### src/rtl/fetch_queue_unit.sv
// Fetch stage: owns the PC, reads instruction memory and buffers {pc, instr} in an in-order queue for decode.
// Optional FETCH_PERF_CNT_EN adds fetch and decode-stall counters.
module fetch_queue_unit #(
  parameter logic [31:0] RESET_PC = 32'h0000_0000,
  parameter int          QDEPTH   = 4
) (
  input  logic        clk,
  input  logic        rst,
  output logic [31:0] iaddr,
  output logic        cs_n,
  input  logic [31:0] instrCode,
  input  logic        redirect_valid,
  input  logic [31:0] redirect_pc,
  output logic        if_valid,
  output logic [31:0] if_instr,
  output logic [31:0] if_pc,
  input  logic        id_ready,
  output logic        misalign_err
`ifdef FETCH_PERF_CNT_EN
  ,
  output logic [31:0] perf_fetch_cnt,
  output logic [31:0] perf_stall_cnt
`endif
);

  localparam int PW = $clog2(QDEPTH);
  localparam int CW = PW + 1;
  localparam logic [CW-1:0] FULL_CNT = CW'(QDEPTH);
  localparam logic [CW-1:0] CNT_ONE  = CW'(1);
  localparam logic [PW-1:0] PTR_ONE  = PW'(1);
  localparam logic [31:0]   NOP      = 32'h0000_0013;

  typedef enum logic [1:0] {BOOT, FETCH, FULL} state_e;

  state_e        state_q, state_d;
  logic [31:0]   pc_q, pc_d;
  logic [CW-1:0] count_q, count_d;
  logic [PW-1:0] head_q, head_d;
  logic [PW-1:0] tail_q, tail_d;
  logic          misalign_q, misalign_d;
  logic          push, pop, full;

  logic [31:0] instrMem_q [QDEPTH];
  logic [31:0] pcMem_q    [QDEPTH];

  always_comb begin
    state_d    = state_q;
    pc_d       = pc_q;
    count_d    = count_q;
    head_d     = head_q;
    tail_d     = tail_q;
    misalign_d = 1'b0;
    full       = (count_q == FULL_CNT);
    pop        = (count_q != '0) && id_ready;
    push       = (state_q == FETCH) && !redirect_valid && (!full || pop);

    // Redirect flushes everything and overrides push, pop and the FULL wait.
    if (redirect_valid) begin
      count_d    = '0;
      head_d     = '0;
      tail_d     = '0;
      pc_d       = {redirect_pc[31:2], 2'b00};
      state_d    = FETCH;
      misalign_d = (redirect_pc[1:0] != 2'b00);
    end else begin
      if (push) begin
        tail_d = tail_q + PTR_ONE;
        pc_d   = pc_q + 32'd4;
      end
      if (pop) begin
        head_d = head_q + PTR_ONE;
      end
      if (push && !pop) begin
        count_d = count_q + CNT_ONE;
      end else if (pop && !push) begin
        count_d = count_q - CNT_ONE;
      end
      case (state_q)
        BOOT:    state_d = FETCH;
        FETCH:   if (full && !pop) state_d = FULL;
        FULL:    if (pop) state_d = FETCH;
        default: state_d = BOOT;
      endcase
    end
  end

  always_ff @(posedge clk) begin
    if (rst) begin
      state_q    <= BOOT;
      pc_q       <= RESET_PC;
      count_q    <= '0;
      head_q     <= '0;
      tail_q     <= '0;
      misalign_q <= 1'b0;
    end else begin
      state_q    <= state_d;
      pc_q       <= pc_d;
      count_q    <= count_d;
      head_q     <= head_d;
      tail_q     <= tail_d;
      misalign_q <= misalign_d;
    end
  end

  // Queue storage needs no reset: count gates visibility of every entry.
  always_ff @(posedge clk) begin
    if (!rst && push) begin
      instrMem_q[tail_q] <= instrCode;
      pcMem_q[tail_q]    <= pc_q;
    end
  end

  assign iaddr        = pc_q;
  assign cs_n         = (state_q != FETCH);
  assign if_valid     = (count_q != '0);
  assign if_instr     = if_valid ? instrMem_q[head_q] : NOP;
  assign if_pc        = if_valid ? pcMem_q[head_q] : 32'h0000_0000;
  assign misalign_err = misalign_q;

`ifdef FETCH_PERF_CNT_EN
  logic [31:0] fetchCnt_q, stallCnt_q;

  always_ff @(posedge clk) begin
    if (rst) begin
      fetchCnt_q <= '0;
      stallCnt_q <= '0;
    end else begin
      if (push) fetchCnt_q <= fetchCnt_q + 32'd1;
      if (if_valid && !id_ready) stallCnt_q <= stallCnt_q + 32'd1;
    end
  end

  assign perf_fetch_cnt = fetchCnt_q;
  assign perf_stall_cnt = stallCnt_q;
`endif

endmodule

### config.mk
export PLATFORM = sky130hd
export DESIGN_NAME = fetch_queue_unit
export DESIGN_NICKNAME = d
export VERILOG_FILES = /design/src/rtl/fetch_queue_unit.sv
export SDC_FILE = /design/constraint.sdc
export NUM_CORES = 1
export LEC_CHECK = 0
export ABC_AREA = 1
export CAP_MARGIN = 20
export CORE_ASPECT_RATIO = 1.5
export CORE_MARGIN = 2
export CORE_UTILIZATION = 51
export CTS_BUF_LIST = sky130_fd_sc_hd__clkbuf_4
export CTS_CLUSTER_DIAMETER = 200
export DETAILED_ROUTE_END_ITERATION = 10
export HOLD_SLACK_MARGIN = 0.1
export PLACE_DENSITY = 0.85
export SLEW_MARGIN = 40
export SYNTH_ARGS = -nofsm -noshare
export SYNTH_HDL_FRONTEND = slang
export SYNTH_SLANG_ARGS = --single-unit
### constraint.sdc
create_clock -name clk -period 4.81 [get_ports clk]
set_input_delay 1.2025 -clock clk [delete_from_list [all_inputs] [get_ports clk]]
set_output_delay 1.2025 -clock clk [all_outputs]
set_load 0.03 [all_outputs]
# After elaboration in Yosys (flattened, before gate mapping)

Memories as Yosys holds them, arrays and structs flattened. A register that Yosys moved wholly into a read port is not among the register bits.
Index checks and enable logic that the tools add are counted.

Register bits: 42
Latch bits: 0
Bits in writable memories: 256
Bits in read-only memories: 0
Input bits: 68
Output and inout port bits: 99
Logic and storage cells: 62
Memories: 2

Add/subtract/negate cells: 5
Multipliers: 0
Divide/modulo/power cells: 0
Order comparisons: 0
Equal/unequal tests: 8
Shift operators: 0
Multiplexer cells: 16
Bitwise logic cells: 1
Reduce and logical (&&, ||, !) cells: 22

Memory list:

| name       | depth | width | read ports | clocked after Yosys merged registers in | write ports | line | RTL |
|---|---|---|---|---|---|---|---|
| instrMem_q | 4     | 32    | 1          | 1                                       | 1           | 43   | `logic [31:0] instrMem_q [QDEPTH];` |
| pcMem_q    | 4     | 32    | 1          | 1                                       | 1           | 44   | `logic [31:0] pcMem_q [QDEPTH];` |

Operators by type and width:

| kind                  | count |
|---|---|
| $mux 32               | 4 |
| $add 32x3->32 const B | 1 |
| $mux 2                | 6 |
| $logic_and 1x1->1     | 7 |
| $mux 3                | 2 |
| $pmux 2 s3            | 1 |
| $reduce_bool 2->1     | 3 |
| $logic_not 1->1       | 5 |
| $add 2x1->2 const B   | 2 |
| $ne 2x1->1 const B    | 2 |
| $reduce_and 2->1      | 2 |
| $reduce_or 2->1       | 2 |
| $add 3x1->3 const B   | 1 |
| $eq 3x3->1 const B    | 1 |
| $mux 1                | 3 |
| $ne 3x2->1 const B    | 1 |
| $ne 3x3->1 const B    | 1 |
| $reduce_bool 3->1     | 1 |
| $sub 3x1->3 const B   | 1 |
| $eq 2x1->1 const B    | 1 |
| $eq 2x2->1 const B    | 1 |
| $logic_not 2->1       | 1 |
| $ne 2x2->1 const B    | 1 |
| $logic_or 1x1->1      | 1 |
| $not 1->1             | 1 |

# Logic depth before layout (Yosys ltp)

Word-level depth: 8
Gate-level depth with buffers: 13
Depth with buffers taken out: 13

# Least setup slack after synthesis

OpenSTA, ideal clock, no wires.

Path kind: input -> register
Start point: in rst
End point: mem instrMem_q[0][0], enable pin
Setup time: 0.482 ns
Arrival: 4.389 ns
Required time: 4.328 ns
Path slack: -0.061 ns
Stages on the path: 6
Path buffers: 1
Cells stage by stage: buf_2 -> nor2_2 -> inv_1 -> nor2_2 -> inv_1 -> nor2_1

Word-level cells in the longest chain between the ends: 4

RTL lines:

| item                         | line | RTL |
|---|---|---|
| start: declaration           | 8    | `input logic rst,` |
| $logic_not 1->1              | 107  | `if (!rst && push) begin` |
| $logic_and 1x1->1            | 107  |  |
| $mux 1                       | 107  |  |
| $mux 1 (not written as such) | 108  | `instrMem_q[tail_q] <= instrCode;` |
| end: declaration             | 43   |  |

Every way passes these cells.

==> metrics.md <==
| Metric | Value |
|---|---|
| Count of final setup violators | 0 |
| Relative area change from synthesis to final layout | 23.4% |
| Number of inserted filler cells in the final layout | 1859 |
| Internal power | 4.18 mW |
| TritonCTS sink count | 290 |
| Die H | 194 um |
| Final min period | 4.54 ns |
| Number of H-tree branching levels | 3 |
| Portion of synthesized cell area occupied by the leading cell type | 60.6% |
| Portion of total power attributed to combinational logic | 11.3% |
| Die Wd | 131 um |
| Max cap viols | 0 |
| Clock-pin transition on the worst setup and hold timing paths | 0.07 ns |
| Worst endpoint required time | 3.61 ns |
| Global-route wire length before repair | 44900 um |
| Final HPWL DP | 18000 um |
| Worst Max-Slew Pin Slew | 0.756 ns |
| Global route total overflow | 0 |
| Initial cell density of the core | 52.0% |
| Syn_area_per_cell | 10.5 um^2 |
| Number of hold buffers added after CTS | 0 |
| Switching Share | 24.5% |
| Biggest fanout along the worst timing path | 94 |
| Switching power | 1.36 mW |
| Share of the cycle needed by the critical path after routing | 94.3% |
| Skew final | 0.0374 ns |
| Cell accounting for the most synthesized area | sky130_fd_sc_hd__edfxtp_1 |
| Initial antenna violation count | 1 |
| RSZ-0062 raised after global routing | no |
| Worst hold margin | 0.471 ns |
| Violated checks | design-rule violations |
| Core region area | 23700 um^2 |
| Setup crit end kind | primary output |
| Kind of critical path | register to primary output |
| CTS tree | yes |
| Critical path startpoint category | register |
| Most common cell after layout, fill and taps aside | sky130_fd_sc_hd__nor2_1 |
| Row count | 69 |
| DR vias | 9126 |
| Leakage | 5.42 nW |
| Crit path arrival time | 3.34 ns |
| Count of synthesis-stage warnings from yosys | 0 |
| First-pass iteration count of the detailed router | 9 |
| Leading post-synthesis cells by cell area | sky130_fd_sc_hd__edfxtp_1 61%, sky130_fd_sc_hd__nor2_1 8.7%, sky130_fd_sc_hd__dfxtp_1 6.8% |
| Clock power share | 37.4% |
| Combined area of all synthesized cells | 12300 um^2 |
| Commonest non-fill, non-tap cells in the layout | 280 x sky130_fd_sc_hd__nor2_1, 248 x sky130_fd_sc_hd__edfxtp_1, 162 x sky130_fd_sc_hd__clkdlybuf4s50_1 |
| Vias in the first global route | 9165 |
| Number of nets in the layout | 1429 |
| Final hold viol count | 0 |
| Beginning of the worst register-to-register path | count_q[0]$_SDFFE_PP0P_ |
| CTS root buf | sky130_fd_sc_hd__clkbuf_4 |
| Worst Hold Launch | head_q[1]$_SDFFE_PP0N_ |
| Peak Freq | 0.220 GHz |
| Largest vdd supply drop | 0.000183 V |
| Relative max-transition margin | 49.5% |
| Sequential share of power | 51.3% |
| Max Buffers Root-to-Sink | 3 |
| Maximum number of pins on one net before global-route repair | 95 |
| Run status | finished with violations |
| Final design utilization | 64.1% |
| Post-cts repair resize count | 0 |
| Type of the worst min-delay path | register to register |
| Routed length per instance | 16.8 um |
| Detailed-route DRC error count | 1 |
| Final weighted congestion of routability-driven global placement | 0.922 |
| Top Ports | 167 |
| Number of vias per cell after detailed routing | 5.30 |
| Setup TNS | 0 ns |
| Post-detailed-routing wire length | 29000 um |
| Power density over the cells | 365 nW/um^2 |
| Post-CTS setup repair buffer count | 0 |
| Max-slew violations | 0 |
| Gate Count Post-Synth | 1166 |
| Share of cells above drive strength 1 | 12.0% |
| Sequential cell area fraction in the yosys report | 67.4% |
| Iter 0 DRT Violations | 554 |
| Global router's overall resource usage | 23.0% |
| Post-synth cell types | 37 |
| Number of buffers created by CTS | 67 |
| Clk_lat worst skew | 0.67 ns |
| Die ar. | 25400 um^2 |
| Flop and latch count out of synthesis | 290 |
| Number of port buffers | 162 |
| Final ANT Viol Nets | 0 |
## path summary, 6_finish.rpt
kind	end	slack (ns)	depth (start not counted)
max	if_pc[11]	0.27	6
min	register	0.47	2
max reg2reg	pcMem_q[2][27]$_DFFE_PP_	2.29	7
min reg2reg	register	0.47	2
## state kept, by name (all words and copies together), names as in the netlist, named ones only
name,cells
count_q,3
head_q,2
iaddr,30
instrMem_q,128
misalign_err,1
pcMem_q,120
state_q,2
tail_q,2
## through the flow
step	worst slack [ns]	power, mW	instance area, um^2	std cells
finish	0.272	5.54	15200	1723
global route	0.0895	5.74	15200	1723
CTS	0.0385	5.58	15200	1722
detailed placement	0.802	3.52	14200	1604
global placement	0.863	3.51	14200	1604
floorplan	-0.0614	3.22	12300	1169
## metal layers
layer / GRT usage [%] / wire (um) / vias to the layer above
met3: 4.42 / 1740 / 59
li1: - / - / 4406
met4: 10.1 / 814 / 0
met1: 25.9 / 10700 / 4287
met5: 0 / 0 / -
met2: 41.6 / 15700 / 374
## worst max-delay path, cell delays in order, from the launching register on
cell                              delay (ns)
sky130_fd_sc_hd__dfxtp_4                0.57
sky130_fd_sc_hd__buf_6                  0.58
sky130_fd_sc_hd__nor2_1                 0.12
sky130_fd_sc_hd__nor2_1                 0.11
sky130_fd_sc_hd__o21ai_0                0.12
sky130_fd_sc_hd__a21oi_1                0.36
sky130_fd_sc_hd__clkdlybuf4s50_1        0.74
## logic make-up (layout without fill, tap and decap cells)
kind of cell,count (synthesis),count (layout),synth area share (%)
buffers and inverters,128,362,4.50
AOI/OAI and AO/OA,238,238,10.1
other,1,5,0.0305
adders and majority gates,7,7,0.773
and+or+nand+nor,498,498,17.0
DFF,290,290,67.4
xor gates and xnor gates,4,4,0.285
## layout make-up
| cell class | count | area, um^2 | area share [%] |
|---|---|---|---|
| tap | 319 | 399 | 2.63 |
| sequential | 290 | 8290 | 54.7 |
| multi-input combinational | 751 | 3500 | 23.1 |
| clock inverter | 18 | 174 | 1.15 |
| inverter | 68 | 258 | 1.70 |
| antenna | 1 | 2.50 | 0.0165 |
| timing repair buffer | 176 | 1790 | 11.8 |
| clock buffer | 100 | 751 | 4.95 |
## power groups by stage
stage	combinational (mW)	clock (mW)	sequential, mW
after floorplan	0.318	0	2.90
after CTS	0.630	2.12	2.84
after global routing	0.670	2.23	2.84
after detailed placement	0.627	0	2.89
final	0.627	2.07	2.84
after global placement	0.618	0	2.89
## synthesized netlist by cell type (all sizes together)
master and instances:
fa 1, nor2 302, o311ai 3, o21bai 4
nand2 130, o21ai 144, edfxtp 248, ha 6
or2 1, a21oi 78, a22oi 1, nor3 6
dfxtp 42, xor2 2, xnor2 2, and3 1
buf 32, o31ai 2, conb 1, inv 68
nand3 54, o21a 1, nand4 4, a31oi 5
clkbuf 28
Power figures use the tool's default switching activity.
